==> src/rtl/cpu_pkg.sv <==
// Shared types and constants for the CPU data packer: word type, header magic,
// packer FSM states and the header word builder.
package cpu_pkg;

  typedef logic [63:0] word_t;

  localparam logic [15:0] HDR_MAGIC = 16'hB47C;

  typedef enum logic [1:0] {
    ST_IDLE,
    ST_HDR,
    ST_PAYLOAD,
    ST_TRL
  } state_e;

  function automatic word_t make_header(input logic [7:0] cpu_id,
                                        input logic [7:0] batch_len,
                                        input logic [31:0] seq);
    return {HDR_MAGIC, cpu_id, batch_len, seq};
  endfunction

endpackage

==> src/rtl/cpu_data_packer_sync_fifo.sv <==
// Show-ahead synchronous FIFO; a push while full is accepted only when a pop
// happens in the same cycle, so the slot being read is the one rewritten.
module sync_fifo #(
  parameter int WIDTH = 64,
  parameter int DEPTH = 16
) (
  input  logic                     clk,
  input  logic                     rst,
  input  logic                     push,
  input  logic                     pop,
  input  logic [WIDTH-1:0]         wdata,
  output logic [WIDTH-1:0]         rdata,
  output logic                     full,
  output logic                     empty,
  output logic [$clog2(DEPTH):0]   level
);

  localparam int AW = $clog2(DEPTH);
  localparam logic [AW:0] LVL_FULL = (AW+1)'(DEPTH);
  localparam logic [AW:0] LVL_ONE  = (AW+1)'(1);

  logic [WIDTH-1:0] r_mem [DEPTH];
  logic [AW-1:0]    r_wr_ptr;
  logic [AW-1:0]    r_rd_ptr;
  logic [AW:0]      r_level;
  logic             w_do_push;
  logic             w_do_pop;

  assign full      = (r_level == LVL_FULL);
  assign empty     = (r_level == '0);
  assign level     = r_level;
  assign rdata     = r_mem[r_rd_ptr];
  assign w_do_pop  = pop && !empty;
  assign w_do_push = push && (!full || w_do_pop);

  always_ff @(posedge clk) begin
    if (w_do_push) begin
      r_mem[r_wr_ptr] <= wdata;
    end
  end

  always_ff @(posedge clk) begin
    if (rst) begin
      r_wr_ptr <= '0;
      r_rd_ptr <= '0;
      r_level  <= '0;
    end else begin
      if (w_do_push) begin
        r_wr_ptr <= r_wr_ptr + 1'b1;
      end
      if (w_do_pop) begin
        r_rd_ptr <= r_rd_ptr + 1'b1;
      end
      if (w_do_push && !w_do_pop) begin
        r_level <= r_level + LVL_ONE;
      end else if (w_do_pop && !w_do_push) begin
        r_level <= r_level - LVL_ONE;
      end
    end
  end

endmodule

==> src/rtl/cpu_data_packer.sv <==
// Buffers CPU words and frames every BATCH_LEN of them as header, payload and
// XOR-checksum trailer toward a ready/valid sender stage.
module cpu_data_packer
  import cpu_pkg::*;
#(
  parameter int CPU_INDEX = 0,
  parameter int DEPTH     = 16,
  parameter int BATCH_LEN = 4
) (
  input  logic                     clk,
  input  logic                     rst,
  input  logic                     in_vld,
  input  logic [63:0]              in_data,
  output logic                     out_vld,
  output logic [63:0]              out_data,
  output logic                     out_last,
  input  logic                     out_rdy,
  output logic [$clog2(DEPTH):0]   fifo_level,
  output logic [31:0]              drop_cnt
);

  localparam int AW = $clog2(DEPTH);
  localparam logic [7:0]  CPU_ID    = 8'(CPU_INDEX);
  localparam logic [7:0]  BATCH_ID  = 8'(BATCH_LEN);
  localparam logic [7:0]  CNT_LAST  = 8'(BATCH_LEN - 1);
  localparam logic [AW:0] LVL_BATCH = (AW+1)'(BATCH_LEN);

  state_e       r_state;
  logic [31:0]  r_seq;
  word_t        r_csum;
  logic [7:0]   r_cnt;
  logic [31:0]  r_drop_cnt;

  word_t        w_head;
  logic         w_full;
  logic         w_empty;
  logic [AW:0]  w_level;
  logic         w_push;
  logic         w_pop;
  logic         w_drop;

  function automatic logic [31:0] sat_inc(input logic [31:0] v);
    return (v == 32'hFFFF_FFFF) ? v : v + 32'd1;
  endfunction

  // Words arriving during reset are discarded; the FIFO clears that same edge.
  assign w_push = in_vld && !rst;
  assign w_pop  = (r_state == ST_PAYLOAD) && out_rdy && !w_empty;
  assign w_drop = w_push && w_full && !w_pop;

  sync_fifo #(
    .WIDTH (64),
    .DEPTH (DEPTH)
  ) u_fifo (
    .clk   (clk),
    .rst   (rst),
    .push  (w_push),
    .pop   (w_pop),
    .wdata (in_data),
    .rdata (w_head),
    .full  (w_full),
    .empty (w_empty),
    .level (w_level)
  );

  always_ff @(posedge clk) begin
    if (rst) begin
      r_state <= ST_IDLE;
      r_seq   <= '0;
      r_csum  <= '0;
      r_cnt   <= '0;
    end else begin
      case (r_state)
        ST_IDLE: begin
          if (w_level >= LVL_BATCH) begin
            r_state <= ST_HDR;
          end
        end
        ST_HDR: begin
          if (out_rdy) begin
            r_state <= ST_PAYLOAD;
            r_cnt   <= '0;
          end
        end
        ST_PAYLOAD: begin
          if (out_rdy) begin
            r_csum <= r_csum ^ w_head;
            r_cnt  <= r_cnt + 8'd1;
            if (r_cnt == CNT_LAST) begin
              r_state <= ST_TRL;
            end
          end
        end
        ST_TRL: begin
          if (out_rdy) begin
            r_seq   <= r_seq + 32'd1;
            r_csum  <= '0;
            r_state <= ST_IDLE;
          end
        end
        default: r_state <= ST_IDLE;
      endcase
    end
  end

  always_ff @(posedge clk) begin
    if (rst) begin
      r_drop_cnt <= '0;
    end else if (w_drop) begin
      r_drop_cnt <= sat_inc(r_drop_cnt);
    end
  end

  // Outputs decode only registered state; the head word cannot move while
  // stalled because only an accepted payload transfer pops the FIFO.
  always_comb begin
    out_vld  = 1'b0;
    out_last = 1'b0;
    out_data = '0;
    case (r_state)
      ST_HDR: begin
        out_vld  = 1'b1;
        out_data = make_header(CPU_ID, BATCH_ID, r_seq);
      end
      ST_PAYLOAD: begin
        out_vld  = 1'b1;
        out_data = w_head;
      end
      ST_TRL: begin
        out_vld  = 1'b1;
        out_last = 1'b1;
        out_data = r_csum;
      end
      default: ;
    endcase
  end

  assign fifo_level = w_level;
  assign drop_cnt   = r_drop_cnt;

endmodule

==> config.mk <==
export PLATFORM = sky130hd
export DESIGN_NAME = cpu_data_packer
export DESIGN_NICKNAME = d
export VERILOG_FILES = /design/src/rtl/cpu_pkg.sv /design/src/rtl/cpu_data_packer_sync_fifo.sv /design/src/rtl/cpu_data_packer.sv
export SDC_FILE = /design/constraint.sdc
export NUM_CORES = 1
export LEC_CHECK = 0
export ABC_AREA = 1
export CORE_ASPECT_RATIO = 1.4
export CORE_MARGIN = 4
export CORE_UTILIZATION = 50
export CTS_CLUSTER_SIZE = 28
export DETAILED_ROUTE_END_ITERATION = 10
export MAX_ROUTING_LAYER = met4
export PLACE_DENSITY_LB_ADDON = 0.25
export SYNTH_ARGS = -nofsm -noshare
export SYNTH_HDL_FRONTEND = slang
export SYNTH_SLANG_ARGS = --single-unit
==> constraint.sdc <==
create_clock -name clk -period 6.9 [get_ports clk]
set_input_delay 1.38 -clock clk [delete_from_list [all_inputs] [get_ports clk]]
set_output_delay 1.38 -clock clk [all_outputs]
set_load 0.05 [all_outputs]
======== Word-level counts from Yosys, hierarchy flattened ========
Memories as Yosys holds them, arrays and structs flattened. A register that Yosys moved wholly into a read port is not among the register bits.
Cells that the tools add are included.
Widths: inputs -> output; s select.
storage, ports and cells
  register bits ........................... 151
  latch bits .............................. 0
  bits in writable memories ............... 1,024
  ROM bits ................................ 0
  bits of input ports ..................... 68
  word-level logic and storage cells ...... 78
  memories kept ........................... 1
operators by class
  $add $sub $neg .......................... 7
  multipliers ............................. 0
  divide/modulo/power cells ............... 0
  $lt $le $gt $ge ......................... 1
  eq/ne operators ......................... 11
  shift-type cells ........................ 0
  mux-type cells .......................... 21
  bitwise gates (word level) .............. 2
  reduce and logical (&&, ||, !) cells .... 27
memory list
  name          depth  width  rd ports  clocked after memory_dff  write ports  line                             text
  u_fifo.r_mem  16     64     1         1                         1            cpu_data_packer_sync_fifo.sv:22  logic [WIDTH-1:0] r_mem [DEPTH];
operator list
  kind                   count
  $pmux 64 s3            1
  $mux 64                2
  $pmux 64 s2            1
  $add 32x1->32 const B  2
  $xor 64x64->64         1
  $eq 32x32->1 const B   1
  $mux 8                 2
  $pmux 8 s2             1
  $mux 2                 5
  $mux 5                 2
  $logic_and 1x1->1      9
  $add 4x1->4 const B    2
  $add 8x1->8 const B    1
  $eq 8x2->1 const B     1
  $mux 4                 2
  $ne 2x2->1 const B     4
  $pmux 2 s4             1
  $logic_not 1->1        6
  $reduce_and 3->1       2
  $reduce_bool 2->1      3
  $add 5x1->5 const B    1
  $eq 5x5->1 const B     1
  $ge 5x3->1 const B     1
  $logic_not 5->1        1
  other kinds (11)       16

======== Longest topological paths before layout ========
Gate-level depths: netlist of the first run.
  depth in word-level cells ............... 10
  gate-level depth with buffers ........... 16
  mapped depth without buffers ............ 16

======== Cells and area by module ========
From an unflattened synthesis of the first run, not the netlist that was laid out.
second synthesis, totals
  cell total of the unflattened synthesis .. 4,996
  area, all modules ....................... 50,687.4 um^2
by module, submodules not included
  module           instances  cells each  area an instance (um^2)  seq. area each (um^2)
  sync_fifo        1          3,688       42,498.3                 31,089.8
  cpu_data_packer  1          1,308       8,189.1                  2,762.6

======== Worst setup path before layout of the first run ========
No wires, ideal clock.
  path kind ............................... input-to-reg
  start point ............................. in out_rdy
  end point ............................... mem u_fifo.r_mem[11][0], enable pin
  arrival ................................. 4.769 ns
  required time ........................... 6.413 ns
  path slack .............................. 1.644 ns
  stages on the path ...................... 6
  cell sequence ........................... nand2_2 inv_2 nor3_1 nor2_2 nand2_1 nor2_1
between the ends
  longest elaborated chain between the ends .. 7
RTL lines
  what                            line                             text
  start: declaration              cpu_data_packer.sv:17            input logic out_rdy,
  $logic_and 1x1->1 (2 in a row)  cpu_data_packer.sv:48            assign w_pop = (r_state == ST_PAYLOAD) && out_rdy && !w_empty;
  $logic_and 1x1->1               cpu_data_packer_sync_fifo.sv:33  assign w_do_pop = pop && !empty;
  $logic_or 1x1->1                cpu_data_packer_sync_fifo.sv:34  assign w_do_push = push && (!full || w_do_pop);
  $logic_and 1x1->1               cpu_data_packer_sync_fifo.sv:34
  named net u_fifo.w_do_push      cpu_data_packer_sync_fifo.sv:26  logic w_do_push;
  $mux 1                          cpu_data_packer_sync_fifo.sv:37  if (w_do_push) begin
  $mux 1 (not written as such)    cpu_data_packer_sync_fifo.sv:38  r_mem[r_wr_ptr] <= wdata;
  end: declaration                cpu_data_packer_sync_fifo.sv:22
The timed path passes the listed nets, and every way through them passes these cells.

==> results of run 1 <==
metal layers:
metal  vias up  global-route usage [%]  share of wire, %
li1      17400                       -                 -
met3       260                    3.71               7.6
met1     17800                    33.2                40
met2      1541                    43.1                49
met5         -                       -                 0
met4         0                    9.01               3.2
logic make-up (layout without fill, tap and decap cells):
logic type	count (synthesis)	in the layout	synth area share, %
buffers and inverters	760	932	6.01
AO/OA/AOI/OAI	387	387	4.11
other	0	9	0
AND/OR/NAND/NOR	2834	2834	22.8
XOR/XNOR	21	21	0.360
adder cells (fa/ha/maj)	18	18	0.456
flip-flops	1179	1179	66.3
flip-flops by register name, summed over array words and instances, names as in the netlist, named ones only:
signal / cells
u_fifo.r_rd_ptr: 4
r_cnt: 8
u_fifo.level: 5
r_seq: 32
r_state: 2
drop_cnt: 32
u_fifo.r_mem: 1024
r_csum: 64
u_fifo.r_wr_ptr: 4
cell type report:
class                           instances  area, µm²  area share (%)
Antenna cell                            9       22.5          0.0390
Clock buffer                          141       2900            5.02
Clock inverter                         59        743            1.29
Inverter                              491       1870            3.23
Multi-Input combinational cell       3260      14300            24.7
Sequential cell                      1179      33900            58.6
Tap cell                             1330       1660            2.88
Timing Repair Buffer                  241       2400            4.16
power breakdown:
part | total (W) | switching (W) | leakage, nW | internal (W)
Sequential | 0.00795 | 0.0000813 | 10.5 | 0.00787
Clock | 0.00615 | 0.00268 | 1.76 | 0.00347
Combinational | 0.00266 | 0.00195 | 9.58 | 0.000712
final timing paths:
path / endpoint / slack (ps) / start / depth (start not counted)
worst min register to register: r_csum[29] / 460 / r_csum[29] / 2
worst max-delay path: out_data[33] / 1090 / flop / 11
worst max register to register: u_fifo.r_mem[7][56] / 2640 / r_state[1] / 9
worst min-delay path: r_csum[29] / 460 / r_csum[29] / 2
placed cells by master, fill, tap and decap left out, types with 7 or more instances in the layout:
cell type / synthesis / layout
sky130_fd_sc_hd__nor2_1: 357 / 340
sky130_fd_sc_hd__nand3_1: 641 / 641
sky130_fd_sc_hd__bufinv_16: 0 / 13
sky130_fd_sc_hd__clkbuf_1: 102 / 28
sky130_fd_sc_hd__buf_12: 0 / 14
sky130_fd_sc_hd__nor2_4: 0 / 17
sky130_fd_sc_hd__buf_4: 4 / 57
sky130_fd_sc_hd__ha_1: 17 / 14
sky130_fd_sc_hd__o21ai_0: 128 / 128
sky130_fd_sc_hd__a21oi_1: 182 / 182
sky130_fd_sc_hd__o22ai_1: 16 / 16
sky130_fd_sc_hd__dfxtp_1: 155 / 151
sky130_fd_sc_hd__xor2_1: 16 / 16
sky130_fd_sc_hd__nor3_1: 34 / 34
sky130_fd_sc_hd__clkinv_1: 1 / 23
sky130_fd_sc_hd__nand4_1: 7 / 7
sky130_fd_sc_hd__clkinv_2: 0 / 15
sky130_fd_sc_hd__diode_2: 0 / 9
sky130_fd_sc_hd__clkbuf_16: 0 / 110
sky130_fd_sc_hd__edfxtp_1: 1024 / 1024
sky130_fd_sc_hd__nand2_1: 1767 / 1767
sky130_fd_sc_hd__nand3b_1: 7 / 7
sky130_fd_sc_hd__clkdlybuf4s50_1: 0 / 169
sky130_fd_sc_hd__inv_1: 482 / 481
sky130_fd_sc_hd__o211ai_1: 48 / 48
cell usage after synthesis, types with 2 or more instances:
| library cell | number |
|---|---|
| sky130_fd_sc_hd__buf_4 | 4 |
| sky130_fd_sc_hd__o21ai_0 | 128 |
| sky130_fd_sc_hd__o211ai_1 | 48 |
| sky130_fd_sc_hd__edfxtp_1 | 1024 |
| sky130_fd_sc_hd__nor2_2 | 5 |
| sky130_fd_sc_hd__nand3_1 | 641 |
| sky130_fd_sc_hd__o22ai_1 | 16 |
| sky130_fd_sc_hd__o21ai_1 | 5 |
| sky130_fd_sc_hd__buf_6 | 7 |
| sky130_fd_sc_hd__o31ai_1 | 2 |
| sky130_fd_sc_hd__nor4_1 | 2 |
| sky130_fd_sc_hd__nor3_2 | 3 |
| sky130_fd_sc_hd__xor2_1 | 16 |
| sky130_fd_sc_hd__clkbuf_1 | 102 |
| sky130_fd_sc_hd__buf_1 | 40 |
| sky130_fd_sc_hd__nand2_2 | 6 |
| sky130_fd_sc_hd__a21oi_1 | 182 |
| sky130_fd_sc_hd__nand4_1 | 7 |
| sky130_fd_sc_hd__nand3_2 | 2 |
| sky130_fd_sc_hd__ha_1 | 17 |
| sky130_fd_sc_hd__nor3_1 | 34 |
| sky130_fd_sc_hd__nand3b_1 | 7 |
| sky130_fd_sc_hd__nand2_1 | 1767 |
| sky130_fd_sc_hd__xnor2_1 | 5 |
| sky130_fd_sc_hd__nor2_1 | 357 |
| sky130_fd_sc_hd__buf_2 | 116 |
| sky130_fd_sc_hd__dfxtp_1 | 155 |
| sky130_fd_sc_hd__inv_2 | 8 |
| sky130_fd_sc_hd__inv_1 | 482 |
worst register-to-register path, cell delays in order (launching register included):
cell and delay, ps:
sky130_fd_sc_hd__dfxtp_1 310, sky130_fd_sc_hd__buf_4 260, sky130_fd_sc_hd__ha_4 680, sky130_fd_sc_hd__nand2_2 230, sky130_fd_sc_hd__inv_2 220, sky130_fd_sc_hd__nor3_1 160, sky130_fd_sc_hd__nor2_2 410, sky130_fd_sc_hd__nand2_1 400
sky130_fd_sc_hd__nor2_4 740, sky130_fd_sc_hd__buf_4 490
metrics by stage:
stage / std cells / setup WS, ps / instance area [µm²] / power [W]
2_1_floorplan: 5199 / 1640 / 51000 / 0.00983
3_3_place_gp: 6501 / 1820 / 54100 / 0.0107
3_5_place_dp: 6501 / 1870 / 54100 / 0.0108
4_1_cts: 6701 / 1090 / 57700 / 0.0168
5_1_grt: 6709 / 876 / 57700 / 0.0174
6_report: 6710 / 1090 / 57700 / 0.0168
==> impl_summary.txt, run 1 <==
----------------------------------------------------
[Worst setup path]
  CP Cell Sequence ... inv_8 > buf_4 > nand2_1 > nand2_1 > nand2_1 > nand3_1 > nand3_1 > nand2_1 > nand2_1 > a21oi_1 > clkdlybuf4s50_1
  Critical-path maximum fanout ... 129
  Endpoint type of the worst setup path ... output port
  Critical Path Most Common Cell ... sky130_fd_sc_hd__nand2_1
  Crit path arrival time ... 4430 ps
  Cell class contributing the biggest share of worst-path delay ... buffers and inverters
  Kind of critical path ... flop to output port
  Maximum cell stage delay along the critical path ... 930 ps
  Worst setup SP type ... flop
  Critical path data required time ... about 5500 ps
  Slowest stage cell on the critical path ... sky130_fd_sc_hd__clkdlybuf4s50_1
  Buffering stage count on the worst path with inverters included ... 3

[Clocking]
  Clk root buf ... sky130_fd_sc_hd__clkbuf_16
  Clk Latency, worst-skew pair ... 730 ps
  Setup Fix Bufs, Post-CTS ... 0
  CTS resizes ... 0
  Longest Clk Path Bufs ... 3
  CTS tree ... yes
  Total clock sinks ... around 1,200
  Clock Pin Slew Worst Setup and Hold Paths ... 70 ps
  Number of levels the H-tree was split into ... 3
  Number of hold buffers added after cts ... 0
  CTS buffer count ... approximately 110

[Die]
  Die width ... 278 µm
  Standard-cell row count ... 138
  Top-level I/O count ... 171
  Overall die area ... roughly 110,000 µm²
  Starting density of the core ... 50.5%
  Vertical die dimension ... 386 µm
  Core box area ... 101,000 µm²

[Synthesis]
  Yosys top cell by area ... sky130_fd_sc_hd__edfxtp_1
  Warnings, synthesis ... 0
  #FFs+latches synth ... 1,179
  EDFF count, synth ... 1,024
  Most area-consuming cells after synthesis ... sky130_fd_sc_hd__edfxtp_1 60%, sky130_fd_sc_hd__nand2_1 13%, sky130_fd_sc_hd__nand3_1 6.3%
  Cell area after technology mapping ... approximately 51,000 µm²
  Total nets after synthesis ... 5,285
  Sequential-to-total area share from yosys stat ... between 60% and 70%
  Cells after synthesis ... 5,199
  Dominant synthesized flop cell ... sky130_fd_sc_hd__edfxtp_1
  Syn_area_per_cell ... 9.82 µm²
  Asr flop ratio synth ... 0%
  Number of unique standard cell types used by synthesis ... 40
  Top-area cell type share of the netlist area ... 60.2%

[Drt]
  Via count normalized by instance count ... 5.51
  Post-DRT Antenna Nets ... 0
  Wire length after detailed routing ... 139,000 µm
  Via Count ... 37,000
  DRT iter0 DRCs ... 3,952
  Detailed-route DRC error count ... 0
  Routed wire length per instance ... between 20 and 25 µm
  Number of detailed-route iterations in the first pass ... 6

[Timing]
  Worst-case headroom to the max-slew limit ... 23.2%
  Setup skew after layout ... roughly 50 ps
  Number of hold violations in the final report ... 0
  Final-report max-slew violation count ... 0
  Portion of the clock cycle consumed by the worst path in the final layout ... 84.2%
  FMAX ... 0.172 GHz
  Unrepaired setup endpoints after global routing ... false
  Worst-margin pin slew ... 1150 ps
  Sum of negative setup slack ... 0 ps
  Clock period minus final worst setup slack ... 5810 ps
  Final setup violation count ... 0
  Final Hold Slack ... 460 ps

[Power]
  Power per standard cell area ... 290 nW/µm²
  IR Drop Worst-Case VDD ... 228 µV
  Leakage power ... 21.8 nW

[Cells and area]
  Layout area overhead ... 13.1%
  Nets@finish ... ~5,400
  Filler instances ... around 8,500
  Fraction of layout instances using a drive strength above 1 ... between 5 and 6%
  Finished Core Util ... 57.1%

[Worst hold path]
  Classification of the worst-slack hold path ... flop to flop

[Global routing]
  Overall Global Routing Usage ... 26.0%
  Number of antenna violations at the first check in global routing ... 9
  Number of global-route vias before repair ... 34,400
  Maximum number of pins on one net before global-route repair ... 242
  Global-route wire length before repair ... a little over 200,000 µm
  Remaining global-route overflow ... 0

[Place]
  GPL Wtd Cong ... 0.892
  Post-detail-place hpwl ... 75,400 µm
  Port-buffer cells ... 170

[Flow run]
  Number of max-cap violations ... 0

[Outcome]
  Status ... finished clean

----------------------------------------------------
(Power assumes the default switching activity.)
==> inputs of run 2 (changes only) <==
clock period = 4.79 ns   (was 6.9 ns; I/O delays follow)
==> impl_summary.txt, run 2 (synthesized netlist as in run 1, its figures left out) <==
----------------------------------------------------
[Cells and area]
  Filler instances ... 8,551
  Register Area ... 33,900 µm²
  Commonest non-fill, non-tap cell in the layout ... sky130_fd_sc_hd__nand2_1
  Largest registers ... u_fifo.r_mem (1024), r_csum (64)
  Finished layout cell area ... 58,400 µm²
  Layout area overhead ... 14.3%
  Final instance count without filler cells ... about 6,700
  Register with the most flip-flops ... u_fifo.r_mem
  Area taken by multi-input logic gates ... 14,300 µm²
  Leading cell types in the layout, fill and taps excluded ... 1,767 x sky130_fd_sc_hd__nand2_1, 1,024 x sky130_fd_sc_hd__edfxtp_1, 641 x sky130_fd_sc_hd__nand3_1
  Nets@finish ... 5,381
  Max FFs per register ... 1,024
  Fraction of layout instances using a drive strength above 1 ... 6.79%

[Worst setup path]
  Crit path arrival time ... 3560 ps
  Worst R2R End ... u_fifo.r_mem[6][42]
  Path depth of the worst reg2reg path ... 9
  Worst R2R Start ... r_state[1]
  Kind of critical path ... flop to output port
  Endpoint type of the worst setup path ... output port
  Worst reg2reg setup slack ... 1270 ps
  Worst setup SP type ... flop
  Timing endpoint of the critical path ... out_data[41]
  Critical path data required time ... about 3800 ps
  Critical-path maximum fanout ... approximately 120

[Place]
  Total placed instance area ... about 55,000 µm²
  GPL Wtd Cong ... 0.926
  Post-detail-place hpwl ... 79,100 µm
  Port-buffer cells ... 170
  Dpl cells ... 6,512

[Timing]
  FMAX ... 0.221 GHz
  Sum of negative setup slack ... 0 ps
  Final setup violation count ... 0
  Worst-case headroom to the max-slew limit ... 31.5%
  Unrepaired setup endpoints after global routing ... false
  Number of hold violations in the final report ... 0
  Clock period minus final worst setup slack ... between 4000 and 5000 ps
  Setup skew after layout ... between 20 and 30 ps
  Final-report max-slew violation count ... 0
  Portion of the clock cycle consumed by the worst path in the final layout ... 94.3%
  Worst-margin pin slew ... 1030 ps

[Global routing]
  Overall Global Routing Usage ... a little over a quarter
  Maximum number of pins on one net before global-route repair ... 197
  Number of antenna violations at the first check in global routing ... 7
  Number of global-route vias before repair ... 34,500
  Remaining global-route overflow ... 0
  Global-route wire length before repair ... 208,000 µm

[Drt]
  Number of detailed-route iterations in the first pass ... 6
  Detailed-route DRC error count ... 0
  Post-DRT Antenna Nets ... 0
  Wire length after detailed routing ... 138,000 µm
  Routed wire length per instance ... 20.6 µm
  DRT iter0 DRCs ... roughly 3,500
  Via Count ... 36,600
  Via count normalized by instance count ... 5.44

[Power]
  IR Drop Worst-Case VDD ... 333 µV
  Internal cell power ... 0.0175 W
  Net load switching power ... 0.00688 W
  Post-layout total power ... 0.0244 W
  Sw Share ... between 20% and 30%
  Clock Power Share ... 36.8%
  Portion of total power attributed to sequential cells ... 46.9%
  Leakage power ... 22.2 nW
  Power per standard cell area ... 419 nW/µm²
  Combinational share of power ... 16.4%

[Clocking]
  CTS buffer count ... 111
  Number of hold buffers added after cts ... 0
  Number of levels the H-tree was split into ... 3
  Total clock sinks ... 1,179
  Clock Pin Slew Worst Setup and Hold Paths ... 60 ps
  CTS resizes ... 0
  Clk Latency, worst-skew pair ... 720 ps
  Setup Fix Bufs, Post-CTS ... 0
  Longest Clk Path Bufs ... 3
  Clk root buf ... sky130_fd_sc_hd__clkbuf_16
  CTS tree ... yes

[Flow run]
  Number of max-cap violations ... 0

[Die]
  Top-level I/O count ... approximately 170
  Die width ... between 200 and 300 µm
  Starting density of the core ... 50.5%
  Vertical die dimension ... 386 µm
  Overall die area ... around 110,000 µm²
  Core box area ... 101,000 µm²
  Standard-cell row count ... 138

[Outcome]
  Status ... finished clean

[Worst hold path]
  Classification of the worst-slack hold path ... flop to flop

----------------------------------------------------
-- run 2: cell types whose count changed in the layout (fill, tap and decap cells not counted), sizes merged --
cell	previous run	this run
clkdlybuf4s50	169	110
inv	492	493
clkinvlp	1	10
buf	72	142
diode	9	7
clkbuf	141	131
clkinv	44	49
-- run 2: power by group through the flow --
stage          combinational (W)  sequential [W]  clock [W]
2_1_floorplan            0.00248          0.0117          0
5_1_grt                  0.00436          0.0115    0.00955
6_report                 0.00400          0.0114    0.00898
3_5_place_dp             0.00400          0.0117          0
3_3_place_gp             0.00395          0.0117          0
4_1_cts                  0.00401          0.0114    0.00911
-- run 2: critical path, stage by stage (launching register included) --
cell	delay (ps)
sky130_fd_sc_hd__dfxtp_4	400
sky130_fd_sc_hd__inv_8	460
sky130_fd_sc_hd__nand2_1	100
sky130_fd_sc_hd__nand2_1	100
sky130_fd_sc_hd__nand2_1	50
sky130_fd_sc_hd__nand3_1	100
sky130_fd_sc_hd__nand3_1	140
sky130_fd_sc_hd__nand2_1	230
sky130_fd_sc_hd__nand2_1	80
sky130_fd_sc_hd__a21oi_1	160
sky130_fd_sc_hd__clkdlybuf4s50_1	850
-- run 2: area by class of cell --
| type | instances | share of cell area, % |
|---|---|---|
| sequential | 1179 | 58.0 |
| multi-input combinational | 3260 | 24.5 |
| timing repair buffer | 252 | 5.04 |
| clock buffer | 131 | 4.99 |
| inverter | 491 | 3.20 |
| tap | 1330 | 2.85 |
| clock inverter | 74 | 1.40 |
| antenna | 7 | 0.0300 |
-- run 2: routing by layer --
| layer | routed length, µm | track usage, % | share of wire (%) | up-vias |
|---|---|---|---|---|
| met4 | 5110 | 9.72 | 3.7 | 0 |
| met5 | 0 | - | 0 | - |
| met2 | 68100 | 43.4 | 49 | 1397 |
| met3 | 9980 | 3.61 | 7.2 | 256 |
| li1 | - | - | - | 17400 |
| met1 | 55300 | 32.7 | 40 | 17500 |
-- run 2: how the worst min path moves through the flow --
stage | slack, ps | depth (start not counted) | end | startpoint
after floorplan | 440 | 2 | flop | u_fifo.r_rd_ptr[3]
after global placement | 450 | 2 | r_csum[0] | r_csum[0]
after detailed placement | 450 | 2 | r_csum[10] | r_csum[10]
after CTS | 460 | 2 | r_csum[10] | r_csum[10]
after global routing | 480 | 2 | r_csum[11] | r_csum[11]
final | 470 | 2 | r_csum[18] | r_csum[18]
-- run 2: per-stage QoR --
stage	worst slack (ps)	util (%)	hold WS (ps)
after global placement	805	54.0	446
after floorplan	-43.8	-	436
final	271	57.7	467
after CTS	245	57.7	464
after global routing	93.3	57.7	483
after detailed placement	788	54.0	454
